File: config.mk
export PLATFORM = sky130hd
export DESIGN_NAME = pe_dot_accumulator
export DESIGN_NICKNAME = d
export VERILOG_FILES = /design/src/rtl/pe_types.sv /design/src/rtl/pe_sync_fifo.sv /design/src/rtl/pe_dot_accumulator.sv
export SDC_FILE = /design/constraint.sdc
export NUM_CORES = 1
export LEC_CHECK = 0
export ABC_CLOCK_PERIOD_IN_PS = 6100
export BUFFER_PORTS_ARGS = -buffer_cell sky130_fd_sc_hd__buf_4
export CAP_MARGIN = 20
export CELL_PAD_IN_SITES_DETAIL_PLACEMENT = 0
export CELL_PAD_IN_SITES_GLOBAL_PLACEMENT = 2
export CORE_ASPECT_RATIO = 0.7
export CORE_MARGIN = 10
export CORE_UTILIZATION = 25
export DETAILED_ROUTE_END_ITERATION = 6
export HOLD_SLACK_MARGIN = 0.12
export PLACE_DENSITY_LB_ADDON = 0.1
export SLEW_MARGIN = 40
export SYNTH_ARGS = -nofsm -noshare
export SYNTH_HDL_FRONTEND = slang
export SYNTH_HIERARCHICAL = 1
export SYNTH_SLANG_ARGS = --single-unit
export TNS_END_PERCENT = 100
File: constraint.sdc
create_clock -name clock -period 6.1 [get_ports clock]
set_input_delay 1.83 -clock clock [delete_from_list [all_inputs] [get_ports clock]]
set_output_delay 1.83 -clock clock [all_outputs]
set_load 0.1 [all_outputs]
File: src/rtl/pe_types.sv
// Shared types for the PE accumulation path.
package pe_types;

    typedef enum logic {
        IDLE  = 1'b0,
        ACCUM = 1'b1
    } pe_accum_state_e;

endpackage

File: src/rtl/pe_sync_fifo.sv
// Synchronous FIFO with a head read straight from storage registers and an occupancy count.
// A write at full is dropped unless a pop frees a slot in the same cycle.
module pe_sync_fifo #(
    parameter int WIDTH = 8,
    parameter int DEPTH = 4
) (
    input  logic                   clock,
    input  logic                   reset,
    input  logic                   wr_valid_i,
    input  logic [WIDTH-1:0]       wr_data_i,
    output logic                   wr_drop_o,
    output logic                   rd_valid_o,
    output logic [WIDTH-1:0]       rd_data_o,
    input  logic                   rd_ready_i,
    output logic [$clog2(DEPTH):0] count_o
);

    localparam int AW = $clog2(DEPTH);

    logic [WIDTH-1:0] mem_q [DEPTH];
    logic [AW-1:0]    wr_ptr_q, rd_ptr_q;
    logic [AW:0]      count_q, count_d;
    logic             full, pop, push;

    assign full       = (count_q == (AW+1)'(DEPTH));
    assign rd_valid_o = (count_q != '0);
    assign pop        = rd_valid_o & rd_ready_i;
    assign push       = wr_valid_i & (~full | pop);
    assign wr_drop_o  = wr_valid_i & full & ~pop;
    assign rd_data_o  = mem_q[rd_ptr_q];
    assign count_o    = count_q;

    always_comb begin
        count_d = count_q;
        if (push && !pop)
            count_d = count_q + 1'b1;
        else if (pop && !push)
            count_d = count_q - 1'b1;
    end

    // At full with a pop, wr_ptr equals rd_ptr: the popped slot is reused as the new tail.
    always_ff @(posedge clock) begin
        if (reset) begin
            wr_ptr_q <= '0;
            rd_ptr_q <= '0;
            count_q  <= '0;
            for (int i = 0; i < DEPTH; i++)
                mem_q[i] <= '0;
        end else begin
            if (push) begin
                mem_q[wr_ptr_q] <= wr_data_i;
                wr_ptr_q        <= wr_ptr_q + 1'b1;
            end
            if (pop)
                rd_ptr_q <= rd_ptr_q + 1'b1;
            count_q <= count_d;
        end
    end

endmodule

File: src/rtl/pe_dot_accumulator.sv
// Accumulates signed adder-tree results over a group of steps with saturation, buffers
// completed group sums in an output FIFO and grants issue credits so no group is lost.
module pe_dot_accumulator
    import pe_types::*;
#(
    parameter int DOT_OUTPUT_WIDTH = 24,
    parameter int ACCUM_WIDTH      = 32,
    parameter int TREE_LATENCY     = 4,
    parameter int OUT_DEPTH        = 4
) (
    input  logic                        clock,
    input  logic                        reset,
    input  logic                        i_valid,
    input  logic                        i_first,
    input  logic                        i_last,
    input  logic [DOT_OUTPUT_WIDTH-1:0] i_dot_result,
    output logic                        o_accept,
    output logic                        o_valid,
    output logic [ACCUM_WIDTH-1:0]      o_result,
    output logic                        o_saturated,
    input  logic                        i_ready,
    output logic                        o_error
);

    // Entry width follows ACCUM_WIDTH, so the entry type lives with the parameter.
    typedef struct packed {
        logic                   saturated;
        logic [ACCUM_WIDTH-1:0] sum;
    } pe_accum_entry_t;

    localparam int EW = ACCUM_WIDTH + 1;
    localparam int FW = $clog2(OUT_DEPTH) + 1;
    localparam int CW = $clog2(OUT_DEPTH + TREE_LATENCY + 1) + 1;

    logic [TREE_LATENCY-1:0] dv_q, df_q, dl_q;
    logic                    d_valid, d_first, d_last;

    always_ff @(posedge clock) begin
        if (reset) begin
            dv_q <= '0;
            df_q <= '0;
            dl_q <= '0;
        end else begin
            dv_q <= (dv_q << 1) | TREE_LATENCY'(i_valid);
            df_q <= (df_q << 1) | TREE_LATENCY'(i_first);
            dl_q <= (dl_q << 1) | TREE_LATENCY'(i_last);
        end
    end

    assign d_valid = dv_q[TREE_LATENCY-1];
    assign d_first = df_q[TREE_LATENCY-1];
    assign d_last  = dl_q[TREE_LATENCY-1];

    // Saturating accumulate one bit wider than the accumulator.
    logic [ACCUM_WIDTH-1:0] acc_q, acc_d, clamped;
    logic                   sat_q, sat_d;
    logic [EW-1:0]          dot_ext, acc_ext, sum_ext;
    logic                   ovf;

    assign dot_ext = EW'($signed(i_dot_result));
    assign acc_ext = EW'($signed(acc_q));
    assign sum_ext = acc_ext + dot_ext;
    assign ovf     = sum_ext[EW-1] ^ sum_ext[EW-2];
    assign clamped = !ovf          ? sum_ext[ACCUM_WIDTH-1:0] :
                     sum_ext[EW-1] ? {1'b1, {(ACCUM_WIDTH-1){1'b0}}} :
                                     {1'b0, {(ACCUM_WIDTH-1){1'b1}}};

    pe_accum_state_e state_q, state_d;
    logic            start_c, add_c, push_c;

    always_ff @(posedge clock) begin
        if (reset)
            state_q <= IDLE;
        else
            state_q <= state_d;
    end

    always_comb begin
        state_d = state_q;
        if (d_valid)
            state_d = d_last ? IDLE : ACCUM;
    end

    // An orphan step arriving in IDLE opens a fresh group.
    always_comb begin
        start_c = 1'b0;
        add_c   = 1'b0;
        push_c  = 1'b0;
        if (d_valid) begin
            start_c = (state_q == IDLE) | d_first;
            add_c   = ~start_c;
            push_c  = d_last;
        end
    end

    always_comb begin
        acc_d = acc_q;
        sat_d = sat_q;
        if (start_c) begin
            acc_d = dot_ext[ACCUM_WIDTH-1:0];
            sat_d = 1'b0;
        end else if (add_c) begin
            acc_d = clamped;
            sat_d = sat_q | ovf;
        end
    end

    always_ff @(posedge clock) begin
        if (reset) begin
            acc_q <= '0;
            sat_q <= 1'b0;
        end else begin
            acc_q <= acc_d;
            sat_q <= sat_d;
        end
    end

    pe_accum_entry_t wr_entry, rd_entry;
    logic [FW-1:0]   fifo_count;
    logic            fifo_drop;

    assign wr_entry = '{saturated: sat_d, sum: acc_d};

    pe_sync_fifo #(
        .WIDTH ($bits(pe_accum_entry_t)),
        .DEPTH (OUT_DEPTH)
    ) u_fifo (
        .clock      (clock),
        .reset      (reset),
        .wr_valid_i (push_c),
        .wr_data_i  (wr_entry),
        .wr_drop_o  (fifo_drop),
        .rd_valid_o (o_valid),
        .rd_data_o  (rd_entry),
        .rd_ready_i (i_ready),
        .count_o    (fifo_count)
    );

    assign o_result    = rd_entry.sum;
    assign o_saturated = rd_entry.saturated;

    // Credits: buffered groups plus group ends still travelling through the tree.
    logic [CW-1:0] inflight_c, occupancy_c;

    always_comb begin
        inflight_c = '0;
        for (int i = 0; i < TREE_LATENCY; i++)
            inflight_c = inflight_c + CW'(dv_q[i] & dl_q[i]);
    end

    assign occupancy_c = CW'(fifo_count) + inflight_c + CW'(i_valid & i_last);
    assign o_accept    = (occupancy_c < CW'(OUT_DEPTH));

    logic err_q;

    always_ff @(posedge clock) begin
        if (reset)
            err_q <= 1'b0;
        else if (fifo_drop)
            err_q <= 1'b1;
    end

    assign o_error = err_q;

endmodule

==> flow_summary.yaml, run 1 <==
run_status:
  status: "complete, no violations"
yosys:
  synth.top_cell.area_share: 0.371
  post_synth_and_or_nand_nor_area_fraction: 0.187
  synth_xor_area_frac: 0.0246
  synth_cells: 936
  ys_warn_count: 6
  avgSynthCellArea_um2: 11.4
  synth_largest_area_cell: "edfxtp_1"
  postSynth.topFlopCell: "edfxtp_1"
  yosys.cell_types.count: 81
  ys_top_cells_by_area: "edfxtp_1 (37%), dfxtp_1 (10%), and2_1 (8.1%)"
  synth.cell_area_mm2: 0.0107
  synth-edff-count: 132
  ys_async_sr_fraction: 0
  synth_compound_area_frac: 0.148
  yosys_register_bits: 188
  postSynthNetCount: 1006
  yosysSeqAreaShare: 0.476
  synth_adder_area_share: 0.0506
  synth_top_family_by_area: "simple AND/OR/NAND/NOR gates"
  synth.area.mux_share: 0.0771
placed_design:
  dpl.cell_count: 1529
  globalplace.congestion: 0.759
  place_area_mm2: 0.0118
  io_buffer_count: 65
  detailedPlacementHpwl_um: 24600
  place_ws_ns: 0.489
power_and_ir_drop:
  swShare: 0.342
  combinationalPowerShare: 0.236
  total_power_mw: 3.51
  clkPwrFrac: 0.348
  power_density_mw_per_mm2: 283
  power.static_leakage_nw: 4.67
  seq_power_share: 0.415
  vdd_drop_max_mv: 0.325
  power.net_switching_mw: 1.20
  internal_power_mw: 2.31
global_route:
  first_pass_grt_wire_length_um: 52900
  initial_antenna_violation_count: 0
  grt_use_total: 0.139
  grt_overflow: 0
  pin_count_of_the_biggest_net_entering_global_routing: 56
  vias_in_the_first_global_route: 7941
die:
  fp.dieArea_mm2: 0.0516
  initial_utilization: 0.253
  fp-row-count: 63
  core_area_mm2: 0.0423
  die_x_um: 267
  die_h_um: 193
  ioPinCount: 66
sta:
  min_period_ns: 5.16
  worst_clock_skew_ns: 0.0244
  setup_viol: 0
  fin_crit_sh: 0.846
  finalHoldViolations: 0
  clock.fmax_mhz: 194
  setup_total_negative_slack_ns: 0
  finalWorstSetupSlack_ns: 0.940
  grt_setup_unrepaired: "false"
  max_slew_margin: 0.492
  tightest_slew_ns: 0.761
  finalMaxSlewViolations: 0
  hold_ws_ns: 0.439
setup_path:
  setup.worst_path.class: "in -> reg"
  type_of_element_launching_the_critical_path: "input port"
  critical-path-max-stage-delay_ns: 0.61
  critPathTopFamily: "compound AO/OA/AOI/OAI gates"
  cp-end-kind: "flop"
  worst_ep_arrival_time_ns: 5.46
  critPathSlowestCell: "o211ai_2"
  worst-r2r-cell-count: 13
  cp.required_ns: 6.40
  worst_path_most_repeated_cell: "a21oi_1"
  timing.critical_path.depth: 14
  ordered_list_of_cells_on_the_worst_path: "buf_4 -> ha_1 -> inv_1 -> fa_1 -> nand2b_1 -> a21oi_1 -> o211ai_1 -> nand3_1 -> o21ai_2 -> nand2_2 -> o211ai_2 -> a21oi_1 -> o21ai_0 -> and2_1"
  crit_fanout: 13
  cp_num_buf_inv: 2
detailed_routing:
  firstDrtPassIters: 6
  post_drt_wl_per_cell_um: 22.5
  antenna_violating_nets_post_route: 0
  drt_iter0_markers: 458
  remaining_drc_errors: 0
  detailed_route_vias_per_instance: 4.81
  drt_wl_total_um: 35200
  num_vias: 7512
clock_tree:
  cts.reportedPaths.clkPinSlew_ns: 0.08
  cts.repair.resized: 0
  ctsLongestPathBuffers: 2
  worst_skew_pair.late_latency_ns: 0.45
  holdBufCountCts: 0
  cts_tree: "yes"
  cts_root_buffer: "clkbuf_16"
  post-cts-setup-buffers: 0
  cts_htree_levels: 4
  tritoncts_num_sinks: 188
  cts_inserted_buffers: 17
final_layout:
  area_delta_synth_final_pct: 16.0
  nets: 1067
  post_route_cells_drive_above_1_share: 0.194
  stdcell_area_mm2: 0.0124
  regArea_mm2: 0.00509
  post-route-util: 0.293
  multiInputGateArea_mm2: 0.00525
  n_diodes: 0
  instances_no_fill: 1562
  n_fill_cell: 4387
hold_path:
  hold_path_class: "reg -> reg"
  worst_hold_path.num_cells: 1
flow_run:
  maxCapViolations: 0
cell usage after synthesis (all sizes together) (3+ instances only):
library cell and number:
mux4 33, and2 140, nand4 6, and3 8, a211oi 28, dfxtp 56, nand2b 7, nand3 12
o311ai 3, buf 31, o21a 7, a2111oi 5, o31a 4, a311oi 3, edfxtp 132, nor2b 23
nor2 59, a21oi 66, inv 15, nor3 17, fa 4, o21ai 34, clkbuf 18, xnor2 12
a221o 5, nand2 56, o32ai 4, o31ai 8, nor3b 4, nor4 5, o21bai 9, xor2 18
o211ai 10, mux2i 7, a31oi 13, ha 36, a21o 12
power groups by stage:
stage | sequential (mW) | clock [mW] | combinational [mW]
floorplan | 1.46 | 0 | 0.649
global placement | 1.49 | 0 | 0.845
detailed placement | 1.49 | 0 | 0.837
CTS | 1.46 | 1.26 | 0.841
global route | 1.47 | 1.31 | 0.881
finish | 1.46 | 1.22 | 0.829
path summary, 6_finish.rpt:
path	start	to	slack [ns]
hold reg to reg	df_q[2]$_SDFF_PP0_	df_q[3]$_SDFF_PP0_	0.44
hold / removal	df_q[2]$_SDFF_PP0_	df_q[3]$_SDFF_PP0_	0.44
setup / recovery	i_dot_result[0]	u_fifo/mem_q[3][26]$_DFFE_PP_	0.94
setup reg to reg	acc_q[0]$_SDFF_PP0_	u_fifo/mem_q[3][26]$_DFFE_PP_	1.98
metal layers:
metal / wire, um / vias up / global-route usage / share of wire
li1: - / 3620 / - / -
met1: 17900 / 3773 / 0.199 / 0.51
met2: 15900 / 107 / 0.219 / 0.45
met3: 1100 / 12 / 0.0220 / 0.031
met4: 220 / 0 / 0.0248 / 0.0063
met5: 0 / - / 0 / 0
sequential cells by signal (all words and copies together) (netlist names), 2 cells and up, named ones only:
register         count
dl_q                 4
u_fifo/wr_ptr_q      2
acc_q               32
dv_q                 4
df_q                 4
u_fifo/rd_ptr_q      2
u_fifo/mem_q       132
u_fifo/count_o       3
cells in the final DEF (no fill, tap or decap), types with 6 or more instances in the layout:
| cell | count |
|---|---|
| nor3_1 | 16 |
| nor2b_1 | 23 |
| dfxtp_1 | 54 |
| nor2_1 | 56 |
| o31ai_1 | 7 |
| mux2i_1 | 7 |
| clkbuf_16 | 17 |
| nand4_1 | 6 |
| buf_4 | 91 |
| o21bai_1 | 9 |
| and3_1 | 7 |
| nand3_1 | 12 |
| o21ai_0 | 26 |
| a21oi_1 | 65 |
| o211ai_1 | 8 |
| ha_1 | 36 |
| and2_1 | 138 |
| nand2_1 | 52 |
| a211oi_1 | 24 |
| mux4_2 | 33 |
| a21o_1 | 12 |
| inv_1 | 15 |
| xnor2_1 | 12 |
| o21a_1 | 6 |
| a31oi_1 | 13 |
| nand2b_1 | 6 |
| xor2_1 | 18 |
| edfxtp_1 | 132 |
cells by family (layout without fill, tap and decap cells):
logic type / count (synthesis) / in the layout
compound gates: 225 / 225
xor+xnor: 30 / 30
fa+ha+maj: 41 / 41
buf+inv: 64 / 138
flops: 188 / 188
mux: 41 / 41
simple gates: 347 / 347
cell type report:
type,count,share of cell area
Multi-Input combinational cell,684,0.424
Sequential cell,188,0.410
Tap cell,552,0.0557
Timing Repair Buffer,91,0.0551
Clock buffer,17,0.0343
Clock inverter,15,0.0161
Inverter,15,0.00454
Note: power is estimated with default switching activity, not from simulation.
==> run 2, diff against run 1 <==
--- a/config.mk
+++ b/config.mk
@@ -5,7 +5,7 @@
 export SDC_FILE = /design/constraint.sdc
 export NUM_CORES = 1
 export LEC_CHECK = 0
-export ABC_CLOCK_PERIOD_IN_PS = 6100
+export ABC_CLOCK_PERIOD_IN_PS = 5350
 export BUFFER_PORTS_ARGS = -buffer_cell sky130_fd_sc_hd__buf_4
 export CAP_MARGIN = 20
 export CELL_PAD_IN_SITES_DETAIL_PLACEMENT = 0
==> constraint.sdc (replaced) <==
create_clock -name clock -period 5.35 [get_ports clock]
set_input_delay 1.605 -clock clock [delete_from_list [all_inputs] [get_ports clock]]
set_output_delay 1.605 -clock clock [all_outputs]
set_load 0.1 [all_outputs]
==> flow_summary.yaml, run 2 (synthesis gave the netlist of run 1 again) <==
sta:
  fin_crit_sh: 0.887
  min_period_ns: 4.74
  finalHoldViolations: 0
  clock.fmax_mhz: 211
  setup_total_negative_slack_ns: 0
  worst_clock_skew_ns: 0.0156
  setup_viol: 0
  tightest_slew_ns: 0.752
  grt_setup_unrepaired: "false"
  max_slew_margin: 0.496
  finalMaxSlewViolations: 0
setup_path:
  cp-end-kind: "flop"
  type_of_element_launching_the_critical_path: "input port"
  ordered_list_of_cells_on_the_worst_path: "buf_4 -> ha_1 -> inv_1 -> fa_1 -> nand2b_1 -> a21oi_1 -> o211ai_1 -> nand3_1 -> o21a_1 -> nand2_1 -> a21o_1 -> a21oi_1 -> o31ai_1 -> buf_4 -> and2_1"
  crit_fanout: 7
  critPathTopFamily: "compound AO/OA/AOI/OAI gates"
  worst_ep_arrival_time_ns: 4.96
  r2r_start: "acc_q[0]$_SDFF_PP0_"
  critical-path-max-stage-delay_ns: 0.48
  regToRegEndpoint: "u_fifo/mem_q[3][20]$_DFFE_PP_"
  r2r_setup_slack_ns: 1.50
  cp.required_ns: 5.56
  critPathSlowestCell: "o21a_1"
  cp_num_buf_inv: 3
  worst-r2r-cell-count: 14
  setup.worst_path.class: "in -> reg"
clock_tree:
  cts_root_buffer: "clkbuf_16"
  cts.reportedPaths.clkPinSlew_ns: 0.08
  cts_htree_levels: 4
  cts_inserted_buffers: 17
  ctsLongestPathBuffers: 2
  cts.repair.resized: 0
  cts_tree: "yes"
  post-cts-setup-buffers: 0
  worst_skew_pair.late_latency_ns: 0.45
  tritoncts_num_sinks: 188
  holdBufCountCts: 0
power_and_ir_drop:
  vdd_drop_max_mv: 0.350
  power_density_mw_per_mm2: 314
  power.static_leakage_nw: 4.79
  total_power_mw: 3.95
hold_path:
  worst_hold_path.num_cells: 1
  min_to: "df_q[3]$_SDFF_PP0_"
  worstHoldStart: "df_q[2]$_SDFF_PP0_"
  hold_path_class: "reg -> reg"
final_layout:
  area_delta_synth_final_pct: 17.7
  largest-register: "u_fifo/mem_q"
  largest_register_ff_count: 132
  layout.cells.most_common: "and2_1"
  post-route-util: 0.298
  registers_with_the_most_flip_flops: "u_fifo/mem_q (132), acc_q (32)"
  n_fill_cell: 4405
  nets: 1092
  post_route_cells_drive_above_1_share: 0.214
  most-common-layout-cells: "and2_1 (138), edfxtp_1 (132), buf_4 (113)"
die:
  ioPinCount: 66
  initial_utilization: 0.253
  die_x_um: 267
  fp.dieArea_mm2: 0.0516
  fp-row-count: 63
  die_h_um: 193
  core_area_mm2: 0.0423
global_route:
  first_pass_grt_wire_length_um: 53400
  vias_in_the_first_global_route: 8058
  grt_use_total: 0.140
  pin_count_of_the_biggest_net_entering_global_routing: 62
  grt_overflow: 0
  initial_antenna_violation_count: 0
detailed_routing:
  post_drt_wl_per_cell_um: 22.0
  firstDrtPassIters: 5
  remaining_drc_errors: 0
  detailed_route_vias_per_instance: 4.73
  drt_wl_total_um: 35000
  antenna_violating_nets_post_route: 0
  drt_iter0_markers: 448
  num_vias: 7508
flow_run:
  maxCapViolations: 0
placed_design:
  globalplace.congestion: 0.767
  io_buffer_count: 65
  detailedPlacementHpwl_um: 24100
run_status:
  status: "complete, no violations"
run 2: routing by layer:
metal / up-vias / track usage / wire length, um
met2: 103 / 0.221 / 15700
met4: 0 / 0.0299 / 297
met5: - / 0 / 0
met1: 3721 / 0.201 / 18000
li1: 3666 / - / -
met3: 18 / 0.0191 / 989
run 2: report_power, final:
part / internal (mW) / switching, mW
logic: 0.277 / 0.692
registers: 1.61 / 0.0374
clock network: 0.669 / 0.666
run 2: worst max-delay path by stage:
stage / cells after the start / slack [ns] / end / start
6_report: 15 / 0.61 / u_fifo/mem_q[3][20]$_DFFE_PP_ / i_dot_result[0]
5_1_grt: 14 / 0.30 / u_fifo/mem_q[1][30]$_SDFFCE_PN0P_ / i_dot_result[0]
4_1_cts: 15 / 0.59 / u_fifo/mem_q[0][5]$_SDFFCE_PN0P_ / i_dot_result[0]
3_5_place_dp: 15 / 0.12 / u_fifo/mem_q[2][5]$_SDFFCE_PN0P_ / i_dot_result[0]
3_3_place_gp: 15 / 0.15 / u_fifo/mem_q[0][5]$_SDFFCE_PN0P_ / i_dot_result[0]
2_1_floorplan: 6 / 0.31 / o_accept / i_valid
run 2: final cells by class:
| type | count | area [um2] | area share |
|---|---|---|---|
| Inverter | 15 | 56.3 | 0.00447 |
| Sequential cell | 188 | 5090 | 0.404 |
| Antenna cell | 1 | 2.50 | 0.000199 |
| Clock inverter | 15 | 174 | 0.0138 |
| Timing Repair Buffer | 116 | 891 | 0.0708 |
| Multi-Input combinational cell | 684 | 5260 | 0.418 |
| Clock buffer | 17 | 425 | 0.0338 |
| Tap cell | 552 | 691 | 0.0549 |
run 2: stage by stage:
step | hold WS [ns] | worst slack, ns | instances | cell area (um2)
finish | 0.441 | 0.606 | 1588 | 12600
global route | 0.462 | 0.302 | 1587 | 12600
CTS | 0.445 | 0.593 | 1586 | 12600
detailed placement | 0.423 | 0.119 | 1554 | 12000
global placement | 0.420 | 0.151 | 1554 | 12000
floorplan | 0.414 | 0.310 | 936 | 10700
